$ cat src/rtl/acorn_init_engine.sv
// ACORN-128 initialization engine: 1792-step (configurable) keyed state warm-up, STEPS_PER_CYCLE steps per clock.
// Optional macro ACORN_INIT_ZEROIZE_EN clears the key/IV shadows when a run ends.
module acorn_init_engine #(
   parameter int STEPS_PER_CYCLE = 1,
   parameter int INIT_STEPS      = 1792
) (
   input  logic         clk,
   input  logic         rst,
   input  logic         start_in,
   input  logic [127:0] key_in,
   input  logic [127:0] iv_in,
   output logic         busy_out,
   output logic         done_out,
   output logic         state_valid_out,
   output logic [292:0] state_out
);

   localparam int CNT_W = $clog2(INIT_STEPS + 1);
   localparam logic [CNT_W-1:0] STEP_INC = CNT_W'(STEPS_PER_CYCLE);
   localparam logic [CNT_W-1:0] LAST_CNT = CNT_W'(INIT_STEPS - STEPS_PER_CYCLE);

   typedef enum logic {IDLE, RUN} fsm_t;

   fsm_t                 fsm_q;
   fsm_t                 fsm_nx;
   logic [CNT_W-1:0]     cnt_q;
   logic [127:0]         key_sh;
   logic [127:0]         iv_sh;
   logic [292:0]         acorn_q;
   logic                 done_q;
   logic                 valid_q;
   logic                 load_en;
   logic                 run_en;
   logic                 finish;
   logic [STEPS_PER_CYCLE:0][292:0] chain;

   function automatic logic maj(input logic x, input logic y, input logic z);
      return (x & y) ^ (x & z) ^ (y & z);
   endfunction

   function automatic logic ch(input logic x, input logic y, input logic z);
      return (x & y) ^ (~x & z);
   endfunction

   function automatic logic msg_bit(input logic [CNT_W-1:0] i,
                                    input logic [127:0]     k,
                                    input logic [127:0]     v);
      if (i < CNT_W'(128))
         return k[i[6:0]];
      else if (i < CNT_W'(256))
         return v[i[6:0]];
      else if (i == CNT_W'(256))
         return ~k[0];
      else
         return k[i[6:0]];
   endfunction

   // One ACORN state update with ca = cb = 1; LFSR taps are folded in before ks/f read them.
   function automatic logic [292:0] acorn_step(input logic [292:0] s, input logic m);
      logic [292:0] t;
      logic         ks;
      logic         f;
      t      = s;
      t[289] = s[289] ^ s[235] ^ s[230];
      t[230] = s[230] ^ s[196] ^ s[193];
      t[193] = s[193] ^ s[160] ^ s[154];
      t[154] = s[154] ^ s[111] ^ s[107];
      t[107] = s[107] ^ s[66]  ^ s[61];
      t[61]  = s[61]  ^ s[23]  ^ s[0];
      ks = t[12] ^ t[154] ^ maj(t[235], t[61], t[193]) ^ ch(t[230], t[111], t[66]);
      f  = t[0] ^ ~t[107] ^ maj(t[244], t[23], t[160]) ^ t[196] ^ ks;
      return {f ^ m, t[292:1]};
   endfunction

   assign chain[0] = acorn_q;

   for (genvar j = 0; j < STEPS_PER_CYCLE; j++) begin : g_step
      assign chain[j+1] = acorn_step(chain[j], msg_bit(cnt_q + CNT_W'(j), key_sh, iv_sh));
   end

   always_comb begin
      fsm_nx  = fsm_q;
      load_en = 1'b0;
      run_en  = 1'b0;
      finish  = 1'b0;
      case (fsm_q)
         IDLE: begin
            if (start_in) begin
               load_en = 1'b1;
               fsm_nx  = RUN;
            end
         end
         RUN: begin
            run_en = 1'b1;
            if (cnt_q == LAST_CNT) begin
               finish = 1'b1;
               fsm_nx = IDLE;
            end
         end
      endcase
   end

   always_ff @(posedge clk or posedge rst) begin
      if (rst) begin
         fsm_q   <= IDLE;
         cnt_q   <= '0;
         key_sh  <= '0;
         iv_sh   <= '0;
         acorn_q <= '0;
         done_q  <= 1'b0;
         valid_q <= 1'b0;
      end else begin
         fsm_q  <= fsm_nx;
         done_q <= finish;
         if (load_en) begin
            key_sh  <= key_in;
            iv_sh   <= iv_in;
            acorn_q <= '0;
            cnt_q   <= '0;
            valid_q <= 1'b0;
         end
         if (run_en) begin
            acorn_q <= chain[STEPS_PER_CYCLE];
            cnt_q   <= cnt_q + STEP_INC;
         end
         if (finish) begin
            valid_q <= 1'b1;
`ifdef ACORN_INIT_ZEROIZE_EN
            key_sh  <= '0;
            iv_sh   <= '0;
`endif
         end
      end
   end

   assign busy_out        = (fsm_q == RUN);
   assign done_out        = done_q;
   assign state_valid_out = valid_q;
   assign state_out       = acorn_q;

endmodule
$ cat config.mk
export PLATFORM = sky130hd
export DESIGN_NAME = acorn_init_engine
export DESIGN_NICKNAME = d
export VERILOG_FILES = /design/src/rtl/acorn_init_engine.sv
export SDC_FILE = /design/constraint.sdc
export NUM_CORES = 1
export LEC_CHECK = 0
export ABC_AREA = 1
export CAP_MARGIN = 30
export CELL_PAD_IN_SITES_DETAIL_PLACEMENT = 2
export CELL_PAD_IN_SITES_GLOBAL_PLACEMENT = 2
export CORE_ASPECT_RATIO = 2
export CORE_MARGIN = 3
export CORE_UTILIZATION = 32
export DETAILED_ROUTE_END_ITERATION = 8
export PLACE_DENSITY = 0.95
export SLEW_MARGIN = 10
export SYNTH_ARGS = -nofsm -noshare
export SYNTH_HDL_FRONTEND = slang
export SYNTH_SLANG_ARGS = --single-unit
$ cat constraint.sdc
create_clock -name clk -period 29 [get_ports clk]
set_input_delay 5.8 -clock clk [delete_from_list [all_inputs] [get_ports clk]]
set_output_delay 5.8 -clock clk [all_outputs]
set_load 0.01 [all_outputs]
==> summary by stage <==
Run status
The run finished with clean final reports.

Setup path
The startpoint type of the worst setup path is an input port. The worst setup path is captured at an asynchronous set/reset pin. Traced cell by cell, the critical path runs through clkdlybuf4s50_1 -> inv_8 -> buf_4 -> buf_4 -> buf_4 -> buf_4 -> buf_16.

The arrival time of data at the critical path endpoint is 9.42 ns. The library cell contributing the largest single delay on the critical path is sky130_fd_sc_hd__buf_4. On the critical path the largest part of the delay comes from buffers and inverters. The kind of critical path is in2async.

The worst stage delay on the critical path is 0.71 ns. The largest fanout of any net on the critical path is 66. The required time reported for the critical path endpoint is 29.79 ns.

The cell type with the highest occurrence count on the critical path is sky130_fd_sc_hd__buf_4. The critical path contains buffers and inverters numbering 7 combined.

Synth
By area the synthesized netlist is led by sky130_fd_sc_hd__dfrtp_1 (60%), sky130_fd_sc_hd__nand2_1 (18%), sky130_fd_sc_hd__o22ai_1 (7.5%), sky130_fd_sc_hd__nand3_1 (5.0%), sky130_fd_sc_hd__inv_1 (4.9%). Counting every net in the synthesized netlist gives 3,014. The share of flip-flops with an asynchronous set or reset after synthesis is 100%. By count the netlist is led by sky130_fd_sc_hd__nand2_1 (1,112), sky130_fd_sc_hd__dfrtp_1 (563), sky130_fd_sc_hd__inv_1 (309). The average size of a mapped cell is 8.58 um^2. Of all cell types, the one taking the most synthesized area is sky130_fd_sc_hd__dfrtp_1. The synthesized cell area is 23,600 um^2. The most used standard cell by instance count after synthesis is sky130_fd_sc_hd__nand2_1.

The number of different library cells used by synthesis comes to 25. Counting flops with a built-in enable in the synthesized netlist gives 0. The number of synthesis warnings is 0. For this run, the leading register cell type out of synthesis is sky130_fd_sc_hd__dfrtp_1. Synthesis produced a netlist whose cell count is 2,753. Synthesis inferred 563 register bits.

The top cell type by area accounts for 59.6% of the synthesized area. The sequential cell area fraction in the yosys report is 59.6%.

Detailed routing
The routed length on met1 is 41,700 um. The detailed-route wire length is 115,000 um. Dividing the detail-routed wire length by the instance count gives 27.4 um. The highest signal layer in the routed design is met5. In the detailed route, the total length drawn on met3 is 8450 um. The starting DRC count in detailed routing is 1,223.

The remaining antenna violation count is 0. The via-per-instance ratio is 5.31. The number of search-and-repair iterations in the first detailed-routing pass is 5. Detailed routing inserted a total of 22,284 vias. The remaining design rule violation count is 0. Wire segments on met2 add up to 58,800 um in the final route.

Power and ir drop
Summing internal, switching and leakage power gives 3.54 mW. IR analysis of the VDD net gives a maximum drop of 0.0000768 V. The leakage dissipation is 15.6 nW.

Power spread over the standard cell area amounts to 111 nW/um^2.

Timing
The number of endpoints with negative hold slack in the final report was 0. The number of max-slew violations in the final report is 0. Setup repair after global routing left no endpoint under its margin. The final worst clock skew is 0.0346 ns. The final sum of negative setup slack is 0 ns. For this run, the top clock speed supported by timing is 0.116 GHz. The routed design could run at a clock period as short as 8.63 ns. For the pin with the worst max-slew slack, the measured transition is 0.999 ns. The worst path uses 29.7% of the clock period. The headroom to the max-slew limit is 33.4%. The number of setup violations in the final report is 0.

Placed design
After detailed placement, the total cell area comes to 29,800 um^2. The number of buffers inserted by port buffering is 554. The placer's final routability congestion estimate is 0.795. Including well taps, the total number of placed cells is 4,085. The half-perimeter wire length after placement is 73,600 um.

Global route
The initial antenna violation count is 18. The total overflow reported by the global router is 0. Entering global routing, the biggest net connects 129 pins. The first global-routing pass estimated 170,000 um of wire. The global-route total usage across every layer is 29.0%. The via count of the first global-routing pass is 25,744.

Floorplan
The total I/O pin count is 555. The initial core utilization is 32.3%. From bottom edge to top edge, the die measures 390 um. The total number of placement rows is 140. The total area inside the core boundary comes to 73,000 um^2.

The floorplan step defined a die boundary enclosing 77,300 um^2. In this run the horizontal extent of the chip is 198 um.

CTS
Clock tree synthesis selected as its root buffer the cell sky130_fd_sc_hd__clkbuf_16. The number of buffers inserted to repair setup after CTS is 0. After clock tree synthesis, the flow added hold-fix buffers numbering 0. In this run the number of H-tree levels came out at 2.

The clock net sink count is 563. The number of buffers inserted during clock tree synthesis is 56. The number of gates resized after CTS was 0. The clock passes through at most 3 buffers. The clock latency reported for the late side of the worst-skew pair is 0.65 ns. Clock-pin slew was measured on the worst setup and hold paths at 0.06 ns. The CTS tree is done.

Worst hold path
The class of the most critical hold timing path is reg2reg.

Final layout
In the final design database the tool counted 3,485 nets. The number of non-filler instances in the completed layout is 4,199. The post-layout utilization of the core is 43.6%. Of the cells placed in the final design, the portion with a size suffix greater than 1 is 4.25%.

The finished cells cover 31,900 um^2. The area growth from synthesis to layout is 34.8%.

Flow run
Across the run, the number of max-cap violations was 0.
==> sequential cells by signal (all words and copies together) (netlist names) <==
signal / cells
busy_out: 1
cnt_q: 11
state_out: 293
iv_sh: 128
key_sh: 128
state_valid_out: 1
done_out: 1
==> per-layer routing <==
layer  vias to the layer above  GRT usage, %
met1                     11547          31.7
met5                         -             0
li1                       9669             -
met4                        22          12.8
met3                       236          8.40
met2                       810          51.6
==> report_power, final <==
group / switching, mW / leakage, nW / internal, mW
Sequential: 0.232 / 6.97 / 1.03
Clock: 0.351 / 0.937 / 0.435
Combinational: 0.884 / 7.67 / 0.613
Total: 1.47 / 15.6 / 2.08
==> cells by family after synthesis <==
group / share of synthesized area [%]
adder cells (fa/ha/maj): 0.106
AO/OA/AOI/OAI: 8.18
AND/OR/NAND/NOR: 23.1
flip-flops: 59.6
XOR/XNOR: 0.556
buffers and inverters: 8.44
==> worst reg2reg max path, stage by stage (launching register included) <==
cell	delay, ns
sky130_fd_sc_hd__dfrtp_1	0.81
sky130_fd_sc_hd__inv_8	0.39
sky130_fd_sc_hd__nand2_4	0.68
sky130_fd_sc_hd__buf_4	0.76
sky130_fd_sc_hd__buf_4	0.84
sky130_fd_sc_hd__nand2_1	0.16
sky130_fd_sc_hd__nand2_1	0.21
==> cell usage in the layout, fill, tap and decap left out, drive strengths merged <==
master | synthesis | final
a21oi | 8 | 8
buf | 60 | 31
bufinv | 0 | 5
clkbuf | 112 | 77
clkdlybuf4s50 | 0 | 554
clkinv | 4 | 15
clkinvlp | 0 | 5
dfrtp | 563 | 563
diode | 0 | 7
ha | 2 | 2
inv | 313 | 318
nand2 | 1112 | 1112
nand3 | 237 | 237
nand4 | 3 | 3
nor2 | 12 | 12
nor3 | 4 | 4
o21ai | 22 | 22
o22ai | 285 | 285
or2 | 1 | 1
xnor2 | 8 | 8
xor2 | 7 | 7
==> path summary, 6_finish.rpt <==
check | startpoint | end | slack, ns | cells after the start
max | rst | state_out[44] | 20.37 | 7
min in group asynchronous | rst | key_sh[45] | 5.53 | 2
max reg2reg | busy_out | iv_sh[50] | 25.04 | 6
min reg2reg | iv_sh[120] | iv_sh[120] | 0.48 | 2
max in group clk | start_in | iv_sh[50] | 20.75 | 6
min | iv_sh[120] | iv_sh[120] | 0.48 | 2
==> final cells by class <==
class                      instances  area (um^2)
multi-input combinational       1701         7550
timing repair buffer             585         5890
clock inverter                    26          308
inverter                         317         1220
tap                              923         1150
clock buffer                      77         1610
antenna                            7         17.5
fill                            7874        41200
sequential                       563        14100
==> per-stage QoR <==
step,setup WS [ns],hold WS [ns]
4_1_cts,19.29,0.483
3_3_place_gp,18.76,0.461
3_5_place_dp,18.65,0.465
6_report,20.37,0.479
2_1_floorplan,7.45,0.449
5_1_grt,20.00,0.505
Note: power is estimated with default switching activity, not from simulation.
